`src/rtl/l1_cache_pkg.sv`:
```
// Shared types and geometry helpers for the set-associative L1 instruction cache.
package l1_cache_pkg;

    typedef enum logic [1:0] {
        IDLE,
        RESP_HIT,
        REFILL,
        RESP_MISS
    } cacheState_t;

    function automatic int unsigned idxW(input int unsigned sets);
        return $clog2(sets);
    endfunction

    function automatic int unsigned tagW(input int unsigned addrW, input int unsigned sets);
        return addrW - $clog2(sets);
    endfunction

endpackage

```
`src/rtl/l1_icache_assoc_if.sv`:
```
// Fetch, loader, refill and counter signals of the L1 instruction cache.
interface l1_icache_assoc_if #(
    parameter int unsigned ADDR_W = 16,
    parameter int unsigned DATA_W = 16,
    parameter int unsigned CNT_W  = 16
);
    logic              rd_req;
    logic [ADDR_W-1:0] rd_addr;
    logic              rd_ready;
    logic              rd_valid;
    logic [DATA_W-1:0] rd_data;
    logic              rd_hit;
    logic              wr_en;
    logic [ADDR_W-1:0] wr_addr;
    logic [DATA_W-1:0] wr_data;
    logic              wr_hit;
    logic              flush;
    logic              mem_req;
    logic [ADDR_W-1:0] mem_addr;
    logic              mem_ack;
    logic [DATA_W-1:0] mem_data;
    logic [CNT_W-1:0]  hit_count;
    logic [CNT_W-1:0]  miss_count;

    modport slave (
        input  rd_req, rd_addr, wr_en, wr_addr, wr_data, flush, mem_ack, mem_data,
        output rd_ready, rd_valid, rd_data, rd_hit, wr_hit, mem_req, mem_addr,
               hit_count, miss_count
    );

    modport master (
        output rd_req, rd_addr, wr_en, wr_addr, wr_data, flush, mem_ack, mem_data,
        input  rd_ready, rd_valid, rd_data, rd_hit, wr_hit, mem_req, mem_addr,
               hit_count, miss_count
    );

endinterface

```
`src/rtl/l1_cache_way.sv`:
```
// One cache way: valid/tag/data for every set, a fetch lookup, a loader probe and one write port.
module l1_cache_way
    import l1_cache_pkg::*;
#(
    parameter int unsigned SETS   = 4,
    parameter int unsigned TAG_W  = 14,
    parameter int unsigned DATA_W = 16
) (
    input  logic                    clk,
    input  logic                    rst_n,
    input  logic [idxW(SETS)-1:0]   lookupIdx,
    input  logic [TAG_W-1:0]        lookupTag,
    output logic                    lookupValid,
    output logic                    lookupHit,
    output logic [DATA_W-1:0]       lookupData,
    input  logic [idxW(SETS)-1:0]   probeIdx,
    input  logic [TAG_W-1:0]        probeTag,
    output logic                    probeHit,
    input  logic                    wrEn,
    input  logic [idxW(SETS)-1:0]   wrIdx,
    input  logic [TAG_W-1:0]        wrTag,
    input  logic [DATA_W-1:0]       wrData,
    input  logic                    flushClr
);
    logic [SETS-1:0]   valid;
    logic [TAG_W-1:0]  tags [SETS];
    logic [DATA_W-1:0] data [SETS];

    assign lookupValid = valid[lookupIdx];
    assign lookupHit   = valid[lookupIdx] && (tags[lookupIdx] == lookupTag);
    assign lookupData  = data[lookupIdx];
    assign probeHit    = valid[probeIdx] && (tags[probeIdx] == probeTag);

    // Flush wins over any write landing in the same cycle.
    always_ff @(posedge clk) begin
        if (!rst_n || flushClr) begin
            valid <= '0;
        end else if (wrEn) begin
            valid[wrIdx] <= 1'b1;
        end
    end

    always_ff @(posedge clk) begin
        if (wrEn && !flushClr) begin
            tags[wrIdx] <= wrTag;
            data[wrIdx] <= wrData;
        end
    end

endmodule

```
`src/rtl/l1_icache_assoc.sv`:
```
// Set-associative L1 instruction cache: blocking refill FSM, round-robin victims, flush, saturating counters.
module l1_icache_assoc
    import l1_cache_pkg::*;
#(
    parameter int unsigned ADDR_W = 16,
    parameter int unsigned DATA_W = 16,
    parameter int unsigned SETS   = 4,
    parameter int unsigned WAYS   = 2,
    parameter int unsigned CNT_W  = 16
) (
    input  logic             clk,
    input  logic             rst_n,
    l1_icache_assoc_if.slave bus
);
    localparam int unsigned IDX_W = idxW(SETS);
    localparam int unsigned TAG_W = tagW(ADDR_W, SETS);
    localparam int unsigned PTR_W = (WAYS > 1) ? $clog2(WAYS) : 1;

    cacheState_t       state, nextState;
    logic [ADDR_W-1:0] reqAddr;
    logic [ADDR_W-1:0] lookupAddr;
    logic [IDX_W-1:0]  reqIdx;
    logic [PTR_W-1:0]  ptr [SETS];
    logic [PTR_W-1:0]  victim;
    logic              victimFound;
    logic [WAYS-1:0]   wayValid;
    logic [WAYS-1:0]   wayHit;
    logic [WAYS-1:0]   probeHit;
    logic [DATA_W-1:0] wayData [WAYS];
    logic              anyHit;
    logic [DATA_W-1:0] hitData;
    logic              accept;
    logic              fill;
    logic              installEn;
    logic              flushSeen;
    logic [DATA_W-1:0] fillWord;
    logic              rdValid;
    logic              rdHit;
    logic              wrHit;
    logic [DATA_W-1:0] rdData;
    logic [CNT_W-1:0]  hitCnt;
    logic [CNT_W-1:0]  missCnt;

    assign accept     = bus.rd_ready && bus.rd_req;
    assign lookupAddr = (state == IDLE) ? bus.rd_addr : reqAddr;
    assign reqIdx     = reqAddr[IDX_W-1:0];
    assign fill       = (state == REFILL) && bus.mem_ack;
    assign fillWord   = (bus.wr_en && (bus.wr_addr == reqAddr)) ? bus.wr_data : bus.mem_data;
    // A flush seen at any point of the refill suppresses the install.
    assign installEn  = fill && !flushSeen && !bus.flush;

    for (genvar w = 0; w < WAYS; w++) begin : gWay
        logic install;
        logic wayWr;
        // The install owns the single write port of its way in the fill cycle.
        assign install = installEn && (victim == PTR_W'(w));
        assign wayWr   = install || (bus.wr_en && probeHit[w]);

        l1_cache_way #(
            .SETS   (SETS),
            .TAG_W  (TAG_W),
            .DATA_W (DATA_W)
        ) uWay (
            .clk         (clk),
            .rst_n       (rst_n),
            .lookupIdx   (lookupAddr[IDX_W-1:0]),
            .lookupTag   (lookupAddr[ADDR_W-1:IDX_W]),
            .lookupValid (wayValid[w]),
            .lookupHit   (wayHit[w]),
            .lookupData  (wayData[w]),
            .probeIdx    (bus.wr_addr[IDX_W-1:0]),
            .probeTag    (bus.wr_addr[ADDR_W-1:IDX_W]),
            .probeHit    (probeHit[w]),
            .wrEn        (wayWr),
            .wrIdx       (install ? reqIdx : bus.wr_addr[IDX_W-1:0]),
            .wrTag       (install ? reqAddr[ADDR_W-1:IDX_W] : bus.wr_addr[ADDR_W-1:IDX_W]),
            .wrData      (install ? fillWord : bus.wr_data),
            .flushClr    (bus.flush)
        );
    end

    always_comb begin
        anyHit  = 1'b0;
        hitData = '0;
        for (int unsigned w = 0; w < WAYS; w++) begin
            if (wayHit[w]) begin
                anyHit  = 1'b1;
                hitData = wayData[w];
            end
        end
    end

    always_comb begin
        victim      = ptr[reqIdx];
        victimFound = 1'b0;
        for (int unsigned w = 0; w < WAYS; w++) begin
            if (!victimFound && !wayValid[w]) begin
                victim      = PTR_W'(w);
                victimFound = 1'b1;
            end
        end
    end

    always_comb begin
        nextState = state;
        case (state)
            IDLE:      if (accept) nextState = anyHit ? RESP_HIT : REFILL;
            RESP_HIT:  nextState = IDLE;
            REFILL:    if (bus.mem_ack) nextState = RESP_MISS;
            RESP_MISS: nextState = IDLE;
            default:   nextState = IDLE;
        endcase
    end

    always_ff @(posedge clk) begin
        if (!rst_n) state <= IDLE;
        else        state <= nextState;
    end

    always_ff @(posedge clk) begin
        if (!rst_n) begin
            reqAddr   <= '0;
            rdData    <= '0;
            rdValid   <= 1'b0;
            rdHit     <= 1'b0;
            wrHit     <= 1'b0;
            flushSeen <= 1'b0;
            hitCnt    <= '0;
            missCnt   <= '0;
        end else begin
            rdValid   <= (nextState == RESP_HIT) || (nextState == RESP_MISS);
            rdHit     <= (nextState == RESP_HIT);
            wrHit     <= bus.wr_en && (|probeHit);
            flushSeen <= (state == REFILL) && !bus.mem_ack && (flushSeen || bus.flush);
            if (accept) reqAddr <= bus.rd_addr;
            if (accept && anyHit) rdData <= hitData;
            if (fill) rdData <= fillWord;
            if ((state == RESP_HIT) && (hitCnt != '1)) hitCnt <= hitCnt + CNT_W'(1);
            if ((state == RESP_MISS) && (missCnt != '1)) missCnt <= missCnt + CNT_W'(1);
        end
    end

    always_ff @(posedge clk) begin
        if (!rst_n || bus.flush) begin
            for (int unsigned s = 0; s < SETS; s++) ptr[s] <= '0;
        end else if (installEn) begin
            ptr[reqIdx] <= (WAYS == 1) ? '0 : ptr[reqIdx] + PTR_W'(1);
        end
    end

    assign bus.rd_ready   = (state == IDLE) && rst_n;
    assign bus.rd_valid   = rdValid;
    assign bus.rd_hit     = rdHit;
    assign bus.rd_data    = rdData;
    assign bus.wr_hit     = wrHit;
    assign bus.mem_req    = (state == REFILL);
    assign bus.mem_addr   = reqAddr;
    assign bus.hit_count  = hitCnt;
    assign bus.miss_count = missCnt;

endmodule

```
`src/flat_wrapper.sv`:
```
// flat-port wrapper written by rule: the top's interface ports become plain ports
module l1_icache_assoc_flat import l1_cache_pkg::*;
#(
    parameter int unsigned ADDR_W = 16,
    parameter int unsigned DATA_W = 16,
    parameter int unsigned SETS   = 4,
    parameter int unsigned WAYS   = 2,
    parameter int unsigned CNT_W  = 16
)
  (clk, rst_n, bus_rd_req, bus_rd_addr, bus_wr_en, bus_wr_addr, bus_wr_data, bus_flush, bus_mem_ack, bus_mem_data, bus_rd_ready, bus_rd_valid, bus_rd_data, bus_rd_hit, bus_wr_hit, bus_mem_req, bus_mem_addr, bus_hit_count, bus_miss_count);
  l1_icache_assoc_if #(.ADDR_W(ADDR_W), .DATA_W(DATA_W), .CNT_W(CNT_W)) bus_i ();
  input  logic clk;
  input  logic rst_n;
  input wire logic [$bits(bus_i.rd_req)-1:0] bus_rd_req;
  input wire logic [$bits(bus_i.rd_addr)-1:0] bus_rd_addr;
  input wire logic [$bits(bus_i.wr_en)-1:0] bus_wr_en;
  input wire logic [$bits(bus_i.wr_addr)-1:0] bus_wr_addr;
  input wire logic [$bits(bus_i.wr_data)-1:0] bus_wr_data;
  input wire logic [$bits(bus_i.flush)-1:0] bus_flush;
  input wire logic [$bits(bus_i.mem_ack)-1:0] bus_mem_ack;
  input wire logic [$bits(bus_i.mem_data)-1:0] bus_mem_data;
  output wire logic [$bits(bus_i.rd_ready)-1:0] bus_rd_ready;
  output wire logic [$bits(bus_i.rd_valid)-1:0] bus_rd_valid;
  output wire logic [$bits(bus_i.rd_data)-1:0] bus_rd_data;
  output wire logic [$bits(bus_i.rd_hit)-1:0] bus_rd_hit;
  output wire logic [$bits(bus_i.wr_hit)-1:0] bus_wr_hit;
  output wire logic [$bits(bus_i.mem_req)-1:0] bus_mem_req;
  output wire logic [$bits(bus_i.mem_addr)-1:0] bus_mem_addr;
  output wire logic [$bits(bus_i.hit_count)-1:0] bus_hit_count;
  output wire logic [$bits(bus_i.miss_count)-1:0] bus_miss_count;
  assign bus_i.rd_req = bus_rd_req;
  assign bus_i.rd_addr = bus_rd_addr;
  assign bus_i.wr_en = bus_wr_en;
  assign bus_i.wr_addr = bus_wr_addr;
  assign bus_i.wr_data = bus_wr_data;
  assign bus_i.flush = bus_flush;
  assign bus_i.mem_ack = bus_mem_ack;
  assign bus_i.mem_data = bus_mem_data;
  assign bus_rd_ready = bus_i.rd_ready;
  assign bus_rd_valid = bus_i.rd_valid;
  assign bus_rd_data = bus_i.rd_data;
  assign bus_rd_hit = bus_i.rd_hit;
  assign bus_wr_hit = bus_i.wr_hit;
  assign bus_mem_req = bus_i.mem_req;
  assign bus_mem_addr = bus_i.mem_addr;
  assign bus_hit_count = bus_i.hit_count;
  assign bus_miss_count = bus_i.miss_count;
  l1_icache_assoc #(.ADDR_W(ADDR_W), .DATA_W(DATA_W), .SETS(SETS), .WAYS(WAYS), .CNT_W(CNT_W)) u_core (.clk(clk), .rst_n(rst_n), .bus(bus_i));
endmodule
```
`config.mk`:
```
export PLATFORM = sky130hd
export DESIGN_NAME = l1_icache_assoc_flat
export DESIGN_NICKNAME = d
export VERILOG_FILES = /design/src/rtl/l1_cache_pkg.sv /design/src/rtl/l1_icache_assoc_if.sv /design/src/rtl/l1_cache_way.sv /design/src/rtl/l1_icache_assoc.sv /design/src/flat_wrapper.sv
export SDC_FILE = /design/constraint.sdc
export NUM_CORES = 1
export LEC_CHECK = 0
export CORE_MARGIN = 1
export CORE_UTILIZATION = 45
export CTS_BUF_LIST = sky130_fd_sc_hd__clkbuf_8
export CTS_CLUSTER_SIZE = 10
export DETAILED_ROUTE_END_ITERATION = 6
export SYNTH_ARGS = -nofsm -noshare
export SYNTH_HDL_FRONTEND = slang
export SYNTH_SLANG_ARGS = --single-unit
```
`constraint.sdc`:
```
create_clock -name clk -period 10.6 [get_ports clk]
set_input_delay 1.06 -clock clk [delete_from_list [all_inputs] [get_ports clk]]
set_output_delay 1.06 -clock clk [all_outputs]
set_load 0.05 [all_outputs]
```
## Word level (Yosys, flattened, before mapping)

Memory sizes are Yosys's and may differ from the RTL's. A register that Yosys moved wholly into a read port is not among the register bits.
Cells that the tools add are included.

| word-level totals | value |
|---|---|
| bits in registers | 78 |
| bits in latches | 0 |
| bits in writable memories | 244 |
| bits in read-only memories | 0 |
| input bits | 70 |
| output and inout port bits | 69 |
| word-level logic and storage cells | 126 |
| memories kept | 5 |

Memory list:

| memory | words | bits a word | rd ports | clocked after memory_dff | write ports | RTL line | text |
|---|---|---|---|---|---|---|---|
| u_core.gWay[0].uWay.data | 4 | 16 | 1 | 0 | 1 | l1_cache_way.sv:27 | `logic [DATA_W-1:0] data [SETS];` |
| u_core.gWay[1].uWay.data | 4 | 16 | 1 | 0 | 1 | l1_cache_way.sv:27 |  |
| u_core.gWay[0].uWay.tags | 4 | 14 | 2 | 0 | 1 | l1_cache_way.sv:26 | `logic [TAG_W-1:0] tags [SETS];` |
| u_core.gWay[1].uWay.tags | 4 | 14 | 2 | 0 | 1 | l1_cache_way.sv:26 |  |
| u_core.ptr | 4 | 1 | 1 | 1 | 4 | l1_icache_assoc.sv:23 | `logic [PTR_W-1:0] ptr [SETS];` |

| cells by class | value |
|---|---|
| add/subtract/negate cells | 3 |
| $mul | 0 |
| div/mod/pow operators | 0 |
| magnitude comparators | 6 |
| equality and inequality tests | 12 |
| shifts and indexed selects | 0 |
| muxes and demuxes | 46 |
| bitwise gates (word level) | 3 |
| reduce and logical (&&, ||, !) cells | 40 |

Operator list:

| kind | number |
|---|---|
| 16-bit two-way mux | 8 |
| 14-bit equality test | 4 |
| 16-bit by 1-bit adder with 16-bit output, second input constant | 2 |
| 16-bit inequality test, second input constant | 2 |
| 14-bit two-way mux | 2 |
| 1-bit logical AND | 25 |
| 1-bit two-way mux | 21 |
| 16-bit equality test | 1 |
| 2-bit two-way mux | 8 |
| 2-bit by 3-bit less-than comparator with 1-bit output, second input constant | 4 |
| 1-bit binary-select mux with 2-bit select | 4 |
| 4-bit bitwise OR | 2 |
| 2-bit equality test, second input constant | 3 |
| 2-bit one-hot mux with 3 select lines | 1 |
| 1-bit zero test | 5 |
| 1-bit logical OR | 5 |
| 1-bit demux with 2-bit select | 2 |
| 2-bit by 1-bit equality test with 1-bit output, second input constant | 2 |
| 2-bit by 1-bit >= comparator with 1-bit output, second input constant | 2 |
| 2-bit OR reduction | 2 |
| 2-bit zero test | 1 |
| 2-bit nonzero test | 1 |
| 1-bit adder, second input constant | 1 |
| 1-bit NOT | 1 |
| 1-bit OR reduction | 1 |

## Depth between registers and ports, before layout

Gate-level depths: netlist of run 1.

| logic depth | value |
|---|---|
| word-level depth | 15 |
| mapped depth | 15 |
| mapped depth without buffers | 9 |

## Cells and area by module

From an unflattened synthesis of run 1, not the netlist that was laid out.

| unflattened totals | value |
|---|---|
| cells, all modules | 1113 |
| area, all modules | 15541.2 µm² |

By module, submodules not included:

| module | instances | cells each | area an instance (µm²) | seq. area each (µm²) |
|---|---|---|---|---|
| l1_cache_way (u_core.gWay[1].uWay) | 1 | 290 | 5393.9 | 3683.5 |
| l1_cache_way (u_core.gWay[0].uWay) | 1 | 287 | 5372.7 | 3683.5 |
| l1_icache_assoc | 1 | 536 | 4774.6 | 1561.5 |

## Worst setup path before layout of run 1

OpenSTA, ideal clock, no wires.

| timing path | value |
|---|---|
| path type | input to register |
| from | in bus_wr_addr[1] |
| to | mem u_core.gWay[1].uWay.data[3][0] (enable) |
| setup time | 0.417 ns |
| arrival time | 5.080 ns |
| data required time | 10.183 ns |
| setup slack | 5.103 ns |
| stages on the path | 11 |
| buffers on the path | 3 |
| path through | buf_2 -> buf_1 -> buf_2 -> mux4_2 -> xor2_1 -> nor4_1 -> nand4_1 -> nor3_1 -> nor2_1 -> or2_2 -> nor2_1 |

| between the ends | value |
|---|---|
| word-level cells in the longest chain between the ends | 8 |
| elaborated cells between the ends (all ways) | 11 |
| classes of those cells | eq/ne: 1; mux: 5; reduce/logical: 4; memory: 1 |

RTL lines:

| element | RTL line | text |
|---|---|---|
| start: declaration | flat_wrapper.sv:17 | `input wire logic [$bits(bus_i.wr_addr)-1:0] bus_wr_addr;` |
| memory 4 x 14 bit or 1-bit binary-select mux with 2-bit select (tied branches) | -- |  |
| 14-bit equality test or 1-bit two-way mux (tied branches) | l1_cache_way.sv:32 | `assign probeHit = valid[probeIdx] && (tags[probeIdx] == probeTag);` |
| 1-bit logical AND | l1_cache_way.sv:32 |  |
| 1-bit logical AND | l1_icache_assoc.sv:57 | `assign wayWr = install \|\| (bus.wr_en && probeHit[w]);` |
| 1-bit logical OR | l1_icache_assoc.sv:57 |  |
| 1-bit logical AND | l1_cache_way.sv:44 | `if (wrEn && !flushClr) begin` |
| 1-bit two-way mux | l1_cache_way.sv:44 |  |
| 1-bit two-way mux (implied by the code) | l1_cache_way.sv:46 | `data[wrIdx] <= wrData;` |
| end: declaration | l1_cache_way.sv:27 |  |

Several ways; a longest one is shown, not always the timed one. The select of a mux whose other input is x is not followed.

## Worst setup path after layout of run 1

| timing path | value |
|---|---|
| from | in bus_rd_addr[1] |
| to | mem u_core.gWay[0].uWay.data[3][6] (enable) |

| between the ends | value |
|---|---|
| word-level cells in the longest chain between the ends | 12 |
| elaborated cells between the ends (all ways) | 16 |
| classes of those cells | mux: 10; bitwise: 1; reduce/logical: 5 |

RTL lines:

| element | RTL line | text |
|---|---|---|
| start: declaration | flat_wrapper.sv:15 | `input wire logic [$bits(bus_i.rd_addr)-1:0] bus_rd_addr;` |
| 16-bit two-way mux (*) | l1_icache_assoc.sv:45 | `assign lookupAddr = (state == IDLE) ? bus.rd_addr : reqAddr;` |
| 1-bit binary-select mux with 2-bit select | l1_cache_way.sv:29 | `assign lookupValid = valid[lookupIdx];` |
| 1-bit two-way mux (implied by the code) | l1_cache_way.sv:29 |  |
| 1-bit zero test | l1_icache_assoc.sv:97 | `if (!victimFound && !wayValid[w]) begin` |
| 1-bit logical AND | l1_icache_assoc.sv:97 |  |
| 1-bit two-way mux (*) | l1_icache_assoc.sv:97 |  |
| 1-bit NOT (*) | l1_icache_assoc.sv:56 | `assign install = installEn && (victim == PTR_W'(w));` |
| 1-bit logical AND (*) | l1_icache_assoc.sv:56 |  |
| 1-bit logical OR | l1_icache_assoc.sv:57 |  |
| 1-bit logical AND | l1_cache_way.sv:44 |  |
| 1-bit two-way mux | l1_cache_way.sv:44 |  |
| 1-bit two-way mux (implied by the code) | l1_cache_way.sv:46 |  |
| end: declaration | l1_cache_way.sv:27 |  |

Every way passes the cells marked *; elsewhere a longest branch is shown, timed or not. The select of a mux whose other input is x is not followed.

==> reports/metrics.yaml, run 1 <==
worst_setup_path:
  critPathLaunch: "bus_rd_addr[1]"
  worstPathRequired_ns: 10.83
  criticalPathCategory: "in -> reg"
  setup.worst_path.start_class: "primary input"
  crit_path_max_fanout: 48
  path_buf_inv: 1
  max_stage_delay_ns: 1.01
  cp_slowest_cell: "nor2b_4"
  r2r-start: "u_core.state[1]"
  crit_path_end_kind: "flop"
  crit_arrival_ns: 5.67
  critPathTopFamily: "simple AND/OR/NAND/NOR gates"
  path_cells: "clkdlybuf4s50_1 > or3b_1 > a32oi_1 > a32oi_1 > o21ai_0 > nand3_2 > o21ai_0 > nor2b_4"
cells_and_area:
  drive_above_1_share: 0.151
  seqCellArea_sq_mm: 0.00891
  areaGrowthSynthToFinish_pct: 17.6
  nNetsFinal: 1514
  diodes: 0
  multi_input_area_sq_mm: 0.00692
  n_fill_cell: 3066
pwr:
  switchingPower_uw: 784
  sw_frac_of_total: 0.270
  pwr_density_cell_mw_per_mm2: 152
  ir_drop_uv: 124
  leakage_uw: 0.00661
  comb_power_share: 0.134
  seqPwrFrac: 0.480
  clock_power_share: 0.386
  cell_internal_pwr_uw: 2120
synthesis:
  ys_types: 75
  syn-num-nets: 1386
  synth-edff-count: 244
  ys_seq_area_frac: 0.549
  synth_mux_area_frac: 0.142
  synth_compound_area_frac: 0.102
  synth_seq_cells: 323
  netlist_area_sq_mm: 0.0162
  synth_top_family_by_area: "multiplexers"
  synth-warning-count: 0
  synth_fa_ha_area_frac: 0.00154
  netlist_instances: 1314
  synthArstFlopShare: 0
  yosys.area_share.simple: 0.127
  synth.avg_cell_area_sq_um: 12.4
  synth_top_area_cell: "edfxtp_1"
  synth_top_cells_by_area: "edfxtp_1, dfxtp_1, mux4_2, xnor2_1, nand2_1"
  synth-xor-area-share: 0.0491
  synth-main-ff-cell: "edfxtp_1"
  yosys.area.top_type_share: 0.451
routing:
  antenna_left: 0
  drt_iter0_drc: 1051
  vias_per_cell: 5.99
  via_count: 11690
  wl_per_cell_um: 23.8
  firstDrtPassIters: 7
  drc: 1
  wirelength_um: 46500
floorplan:
  dieArea_sq_mm: 0.0368
  pin_count: 139
  die_h_um: 192
  rows: 69
  fp.dieW_um: 192
  core_area_sq_mm: 0.0356
  initial_utilization: 0.456
sta:
  hold_slack_ns: 0.487
  period_needed_ns: 5.44
  clock_skew_ns: 0.0156
  slew_headroom: 0.172
  fin_setup_tns_ns: 0
  min_period_over_period: 0.513
  hold_viol_final: 0
  fmax_mhz: 184
  drv_slew: 0
  tightest_slew_ns: 1.24
  finalSetupViolCount: 0
  rsz0062_at_grt: "no"
status:
  status: "complete, but fails checks"
  failed_checks: "design-rule violations"
clocking:
  root_buffer: "clkbuf_8"
  cts-resized-gates: 0
  cts.path.max_buffers: 3
  cts_max_level: 2
  cts_setup_buffers: 0
  clock-sinks: 323
  postCtsHoldBufs: 0
  cts_buffers: 55
  clkTransAtPathRegs_ns: 0.06
  tritoncts: "yes"
  clk_latency_ns: 0.62
place:
  finalWeightedCongestion: 0.938
  port_buffers: 138
  dp_hpwl_um: 30400
worst_hold_path:
  hold_path.startpoint: "u_core.gWay[1].uWay.valid[0]"
  hp-class: "reg -> reg"
grt:
  grt_pass1_vias: 11399
  grt_pass1_wl_um: 69100
  grt_antenna_before_repair: 0
  grt_overflow_total: 0
  grt_usage: 0.253
  grt_max_degree: 73
flow_run:
  max_cap_viol_count: 0
-- final cells by class --
cell class | count | area share
Clock buffer | 63 | 0.0454
Clock inverter | 41 | 0.0121
Inverter | 19 | 0.00374
Multi-Input combinational cell | 886 | 0.363
Sequential cell | 323 | 0.467
Tap cell | 461 | 0.0302
Timing Repair Buffer | 157 | 0.0791
-- routing by layer --
metal,up-vias,wire [um],track usage
li1,5271,-,-
met1,5802,20300,0.352
met4,0,1070,0.0754
met5,-,0,0
met2,527,21400,0.407
met3,90,3730,0.0417
-- flip-flops by register name (all words and copies together), names as in the netlist, named ones only --
register and flops:
u_core.bus.hit_count 16, u_core.gWay.uWay.data 128, u_core.bus.miss_count 16, u_core.ptr 4, u_core.bus.rd_hit 1, u_core.flushSeen 1
u_core.gWay.uWay.tags 112, u_core.state 2, u_core.gWay.uWay.valid 8, u_core.bus.rd_data 16, u_core.bus.mem_addr 16, u_core.bus.wr_hit 1
-- worst reg2reg max path, stage by stage (launching register included) --
cell and delay, ns:
dfxtp_1 0.82, or3b_1 0.77, a32o_1 0.22, o32ai_1 0.10, o21ai_0 0.37, nand3_2 0.96, o21ai_0 0.56, nor2b_4 1.01
-- through the flow --
step / area, sq um / total power (uW) / worst slack (ns) / util / instances
detailed placement: 18000 / 1800 / 4.59 / 0.506 / 1846
global route: 19100 / 3000 / 4.96 / 0.537 / 1950
floorplan: 16200 / 1670 / 5.10 / - / 1314
global placement: 18000 / 1800 / 4.62 / 0.506 / 1846
CTS: 19100 / 2920 / 5.21 / 0.537 / 1950
finish: 19100 / 2900 / 5.16 / 0.537 / 1950
-- power groups by stage --
stage / sequential, uW / combinational [uW] / clock (uW)
after detailed placement: 1420 / 383 / 0
final: 1390 / 388 / 1120
after floorplan: 1440 / 229 / 0
after global routing: 1390 / 411 / 1190
after global placement: 1420 / 381 / 0
after CTS: 1390 / 385 / 1140
-- logic make-up after synthesis --
kind of cell | count (synthesis)
adders and majority gates | 2
muxes | 146
AOI/OAI and AO/OA | 241
xor gates and xnor gates | 91
and+or+nand+nor | 406
buffers and inverters | 105
DFF | 323
-- cells in the mapped netlist (34+ instances only) --
master / number
a21oi_1: 34
and3_1: 38
clkbuf_1: 49
dfxtp_1: 79
edfxtp_1: 244
mux2i_1: 52
mux4_2: 64
nand2_1: 139
nand3_1: 43
nor2_1: 58
o21ai_0: 89
xnor2_1: 66
-- cell usage in the layout, fill, tap and decap left out, types with 5 or more instances in the layout --
master and n:
mux4_2 64, o21a_1 8, mux2_2 30, nor2_1 51, a31oi_1 5, clkinv_2 5
and3_1 38, a32oi_1 14, nand4_1 22, dfxtp_1 79, xor2_1 25, nand2b_1 5
nor2_4 8, nor4_1 7, a21boi_0 14, edfxtp_1 244, clkdlybuf4s50_1 135, nand3_1 42
and2_1 30, or3_1 9, xnor2_1 66, o21ai_0 89, o31ai_1 15, nand2_1 138
nor2b_1 8, nor3_1 11, buf_4 19, a221oi_2 10, o41ai_1 5, a21oi_1 34
mux2i_1 52, inv_1 40, clkinv_1 11, clkbuf_8 63
-- path summary, 6_finish.rpt --
| check | slack [ns] | end | cells past startpoint |
|---|---|---|---|
| max | 5.16 | u_core.gWay[0].uWay.data[3][6] | 8 |
| min | 0.49 | u_core.gWay[1].uWay.valid[0] | 1 |
| max reg2reg | 5.37 | u_core.gWay[0].uWay.data[3][6] | 7 |
| min reg2reg | 0.49 | u_core.gWay[1].uWay.valid[0] | 1 |
(Power assumes the default switching activity.)
==> inputs of run 2 (changes only) <==
==> constraint.sdc (replaced) <==
create_clock -name clk -period 5.65 [get_ports clk]
set_input_delay 0.565 -clock clk [delete_from_list [all_inputs] [get_ports clk]]
set_output_delay 0.565 -clock clk [all_outputs]
set_load 0.05 [all_outputs]
==> run 2 against run 1 <==
Compared with the run above: die area stayed put; critical path type is now reg -> reg; via count is 0.86% higher; clock skew is 0.026 ns higher; highest routed layer unchanged; hold slack better by 0.023 ns; clock-buffer cell count is 6 lower; cell count is 1.1% higher; sequential share of layout area is 0.57 points lower; setup slack worse by 4.1 ns; sequential power is 88% higher; the run now ends clean; clock power is 85% higher; non-clock buffer count is 27 higher.
==> reports/metrics.yaml, run 2 (same netlist as run 1, synthesis figures left out) <==
worst_setup_path:
  criticalPathCategory: "reg -> reg"
  crit_arrival_ns: 5.07
  setup.worst_path.start_class: "flop"
  worstPathRequired_ns: 6.17
  crit_path_max_fanout: 16
  crit_path_end_kind: "flop"
place:
  dp_hpwl_um: 33600
  port_buffers: 138
  dp_slack_ns: 0.978
  finalWeightedCongestion: 0.944
clocking:
  tritoncts: "yes"
  clock-sinks: 323
  root_buffer: "clkbuf_8"
  cts.path.max_buffers: 3
  cts-resized-gates: 0
  cts_max_level: 2
  cts_buffers: 54
  clkTransAtPathRegs_ns: 0.06
  postCtsHoldBufs: 0
  cts_setup_buffers: 0
  clk_latency_ns: 0.65
cells_and_area:
  layout_common_cells: "edfxtp_1, nand2_1, clkdlybuf4s50_1"
  nNetsFinal: 1540
  seqCellArea_sq_mm: 0.00891
  diodes: 0
  areaGrowthSynthToFinish_pct: 19.0
  largest_reg_flops: 128
  top_register: "u_core.gWay.uWay.data"
  reg_top3: "u_core.gWay.uWay.data: 128 flops, u_core.gWay.uWay.tags: 112 flops"
  drive_above_1_share: 0.169
  final_common_cell: "edfxtp_1"
  fin_util: 0.543
  n_fill_cell: 3107
  multi_input_area_sq_mm: 0.00691
grt:
  grt_max_degree: 72
  grt_usage: 0.267
  grt_pass1_vias: 11569
  grt_overflow_total: 0
  grt_antenna_before_repair: 0
  grt_pass1_wl_um: 72700
floorplan:
  die_h_um: 192
  fp.dieW_um: 192
  pin_count: 139
  rows: 69
  initial_utilization: 0.456
  dieArea_sq_mm: 0.0368
  core_area_sq_mm: 0.0356
sta:
  fmax_mhz: 220
  clock_skew_ns: 0.0417
  fin_setup_tns_ns: 0
  setup_ws_ns: 1.10
  rsz0062_at_grt: "no"
  hold_slack_ns: 0.510
  slew_headroom: 0.283
  finalSetupViolCount: 0
  tightest_slew_ns: 1.07
  drv_slew: 0
  hold_viol_final: 0
  period_needed_ns: 4.55
  min_period_over_period: 0.805
pwr:
  power_uw: 5420
  pwr_density_cell_mw_per_mm2: 281
  ir_drop_uv: 235
  leakage_uw: 0.00673
routing:
  drt_iter0_drc: 1279
  via_count: 11790
  wirelength_um: 48200
  antenna_left: 0
  vias_per_cell: 5.98
  firstDrtPassIters: 5
  drc: 0
  wl_per_cell_um: 24.4
flow_run:
  max_cap_viol_count: 0
status:
  status: "finished, final reports clean"
worst_hold_path:
  hp-class: "reg -> reg"
## run 2: cell count changes in the layout (fill, tap and decap cells not counted), moves of 6 or more
cell,change
buf_4,+21
clkinv_2,+8
buf_12,+6
inv_1,-8
clkbuf_8,-6
## run 2: path summary, 6_finish.rpt
kind,startpoint,depth (start not counted),slack [ns],endpoint
worst min-delay path,u_core.bus.hit_count[6],2,0.51,u_core.bus.hit_count[6]
worst min register to register,u_core.bus.hit_count[6],2,0.51,u_core.bus.hit_count[6]
worst max-delay path,u_core.state[1],10,1.10,u_core.bus.rd_data[12]
worst max register to register,u_core.state[1],10,1.10,u_core.bus.rd_data[12]
## run 2: metrics by stage
stage / instance area [sq um] / std cells
2_1_floorplan: 16200 / 1314
3_3_place_gp: 18300 / 1873
3_5_place_dp: 18300 / 1873
4_1_cts: 19300 / 1972
5_1_grt: 19300 / 1972
6_report: 19300 / 1972
## run 2: power breakdown
group          switching (uW)  internal, uW  total, uW
logic                     451           296        746
clock network             985          1080       2070
registers                33.6          2580       2610
total                    1470          3960       5420
## run 2: cell type report
cell class / instances / share of cell area
inverters: 19 / 0.00369
clock buffers: 57 / 0.0406
multi-input cells: 886 / 0.358
well taps: 461 / 0.0299
clock inverters: 42 / 0.0146
flip-flops and latches: 323 / 0.461
repair buffers: 184 / 0.0925
## run 2: critical path, cell delays in order, from the launching register on
cell	delay, ns
dfxtp_1	0.59
nor2_2	0.78
buf_4	0.32
mux2i_1	0.56
nor4bb_1	0.18
nor2_1	0.15
or4b_1	0.44
or4_1	0.57
o2bb2ai_2	0.41
a21oi_1	0.13
o31a_1	0.29
## run 2: metal layers
layer	track usage	part of all wire	vias up
li1	-	-	5333
met1	0.370	0.43	5801
met2	0.425	0.47	556
met3	0.0431	0.074	100
met4	0.0907	0.027	0
met5	0	0	-
==> inputs of run 3 (changes only) <==
--- a/config.mk
+++ b/config.mk
@@ -10,6 +10,7 @@
 export CTS_BUF_LIST = sky130_fd_sc_hd__clkbuf_8
 export CTS_CLUSTER_SIZE = 10
 export DETAILED_ROUTE_END_ITERATION = 6
+export PLACE_DENSITY = 0.67
 export SYNTH_ARGS = -nofsm -noshare
 export SYNTH_HDL_FRONTEND = slang
 export SYNTH_SLANG_ARGS = --single-unit
==> constraint.sdc (replaced) <==
create_clock -name clk -period 3.97 [get_ports clk]
set_input_delay 0.397 -clock clk [delete_from_list [all_inputs] [get_ports clk]]
set_output_delay 0.397 -clock clk [all_outputs]
set_load 0.05 [all_outputs]
==> run 3 against run 2 <==
Compared with the run above: die area stayed put; sequential power rose by 42%; register-to-register slack worse by 0.94 ns; fmax increased by 19%; first-iteration DRC count fell by 9.3%; largest cell class unchanged; wire length rose by 5.4%; power up 47%; flip-flop and latch count did not move; clock power grew 50%; non-clock buffer count rose by 65; design area grew 4.3%.
==> reports/metrics.yaml, run 3 (same netlist as run 1, synthesis figures left out) <==
sta:
  rsz0062_at_grt: "no"
  period_needed_ns: 3.81
  clock_skew_ns: 0.0378
  setup_ws_ns: 0.158
  finalSetupViolCount: 0
  tightest_slew_ns: 0.709
  drv_slew: 0
  min_period_over_period: 0.960
  slew_headroom: 0.514
  hold_viol_final: 0
  fmax_mhz: 262
cells_and_area:
  largest_reg_flops: 128
  final_common_cell: "edfxtp_1"
  layout_common_cells: "edfxtp_1, nand2_1, clkdlybuf4s50_1"
  drive_above_1_share: 0.205
  top_register: "u_core.gWay.uWay.data"
  nNetsFinal: 1604
  areaGrowthSynthToFinish_pct: 24.2
  reg_top3: "u_core.gWay.uWay.data: 128 flops, u_core.gWay.uWay.tags: 112 flops"
  diodes: 0
grt:
  grt_max_degree: 46
  grt_usage: 0.280
  grt_pass1_vias: 11849
  grt_overflow_total: 0
  grt_antenna_before_repair: 1
  grt_pass1_wl_um: 74800
clocking:
  cts_max_level: 2
  clock-sinks: 323
  root_buffer: "clkbuf_8"
  clk_latency_ns: 0.64
  cts_setup_buffers: 0
  tritoncts: "yes"
  cts.path.max_buffers: 3
  clkTransAtPathRegs_ns: 0.06
  cts_buffers: 53
pwr:
  seqPwrFrac: 0.466
  power_uw: 7970
  pwr_density_cell_mw_per_mm2: 395
  cell_internal_pwr_uw: 5890
  leakage_uw: 0.00719
  ir_drop_uv: 315
  comb_power_share: 0.145
  clock_power_share: 0.389
  switchingPower_uw: 2080
  sw_frac_of_total: 0.261
worst_hold_path:
  hp-class: "in -> reg"
  hold_path.startpoint: "rst_n"
floorplan:
  rows: 69
  die_h_um: 192
  pin_count: 139
  core_area_sq_mm: 0.0356
  fp.dieW_um: 192
  initial_utilization: 0.456
  dieArea_sq_mm: 0.0368
routing:
  antenna_left: 0
  vias_per_cell: 5.95
  wl_per_cell_um: 24.9
  via_count: 12128
  drt_iter0_drc: 1160
  wirelength_um: 50800
  drc: 0
  firstDrtPassIters: 5
flow_run:
  max_cap_viol_count: 0
place:
  finalWeightedCongestion: 0.978
  dp_hpwl_um: 35800
  dp_slack_ns: -0.161
  port_buffers: 138
status:
  status: "finished, final reports clean"
worst_setup_path:
  max_stage_delay_ns: 0.59
  crit_arrival_ns: 4.33
  crit_path_max_fanout: 11
  crit_path_end_kind: "flop"
  setup.worst_path.start_class: "flop"
  cp_slowest_cell: "or4_1"
  worstPathRequired_ns: 4.48
  r2r-start: "u_core.state[1]"
  criticalPathCategory: "reg -> reg"
  path_cells: "or3b_1 > buf_4 > a32oi_1 > a32oi_1 > nor4b_1 > buf_4 > nand3b_1 > or4_1 > o2bb2ai_2 > a21oi_1 > o31a_1"
  critPathLaunch: "u_core.state[1]"
run 3: changes by cell type in the layout (fill, tap and decap cells not counted), sizes merged:
cell,before,now
bufinv,3,4
clkinvlp,1,2
clkbuf,57,65
inv,34,43
clkinv,23,5
buf,49,114
run 3: worst max-delay path: cells and delay by family (launching register included):
family | cells | cell delay [ns]
buf+inv | 2 | 0.43
flops | 1 | 0.54
simple gates | 4 | 1.50
compound gates | 5 | 1.20
run 3: path summary, 6_finish.rpt:
kind                            slack, ns                  endpoint  cells after the start
worst max-delay path                 0.16    u_core.bus.rd_data[12]                     11
worst min-delay path                 0.31           u_core.state[1]                      3
worst max register to register       0.16    u_core.bus.rd_data[12]                     11
worst min register to register       0.50  u_core.bus.miss_count[5]                      2
run 3: power groups by stage:
stage / Combinational, uW / Clock [uW] / Sequential, uW
detailed placement: 1140 / 0 / 3780
CTS: 1150 / 3160 / 3710
finish: 1160 / 3100 / 3710
floorplan: 613 / 0 / 3840
global placement: 1140 / 0 / 3780
global route: 1230 / 3290 / 3710
run 3: timing repair:
| item | CTS | global route |
|---|---|---|
| setup endpoints to repair | 0 | 16 |
| endpoints found under the hold margin | 0 | 0 |
| hold buffers | 0 | 0 |
| gates resized for setup | 0 | 2 |
run 3: metrics by stage:
stage | hold slack [ns] | instances | cell area (sq um) | util | setup TNS, ns
floorplan | 0.447 | 1314 | 16300 | - | -30.02
global placement | 0.487 | 1938 | 19000 | 0.534 | -0.522
detailed placement | 0.495 | 1938 | 19000 | 0.534 | -0.704
CTS | 0.278 | 2038 | 20200 | 0.567 | 0
global route | 0.304 | 2038 | 20200 | 0.567 | 0
finish | 0.305 | 2038 | 20200 | 0.567 | 0
run 3: metal layers:
metal	vias to the layer above	part of all wire	wire, um	GRT usage
li1	5457	-	-	-
met1	6040	0.43	21900	0.388
met2	545	0.46	23500	0.440
met3	84	0.079	4000	0.0574
met4	2	0.025	1290	0.0910
met5	-	0.00018	9	0
run 3: layout make-up:
class                   instances  area [sq um]
flip-flops and latches        323          8910
multi-input cells             886          6910
fillers                      2975         15400
repair buffers                249          2540
well taps                     461           577
clock buffers                  65           895
inverters                      19          71.3
clock inverters                35           250
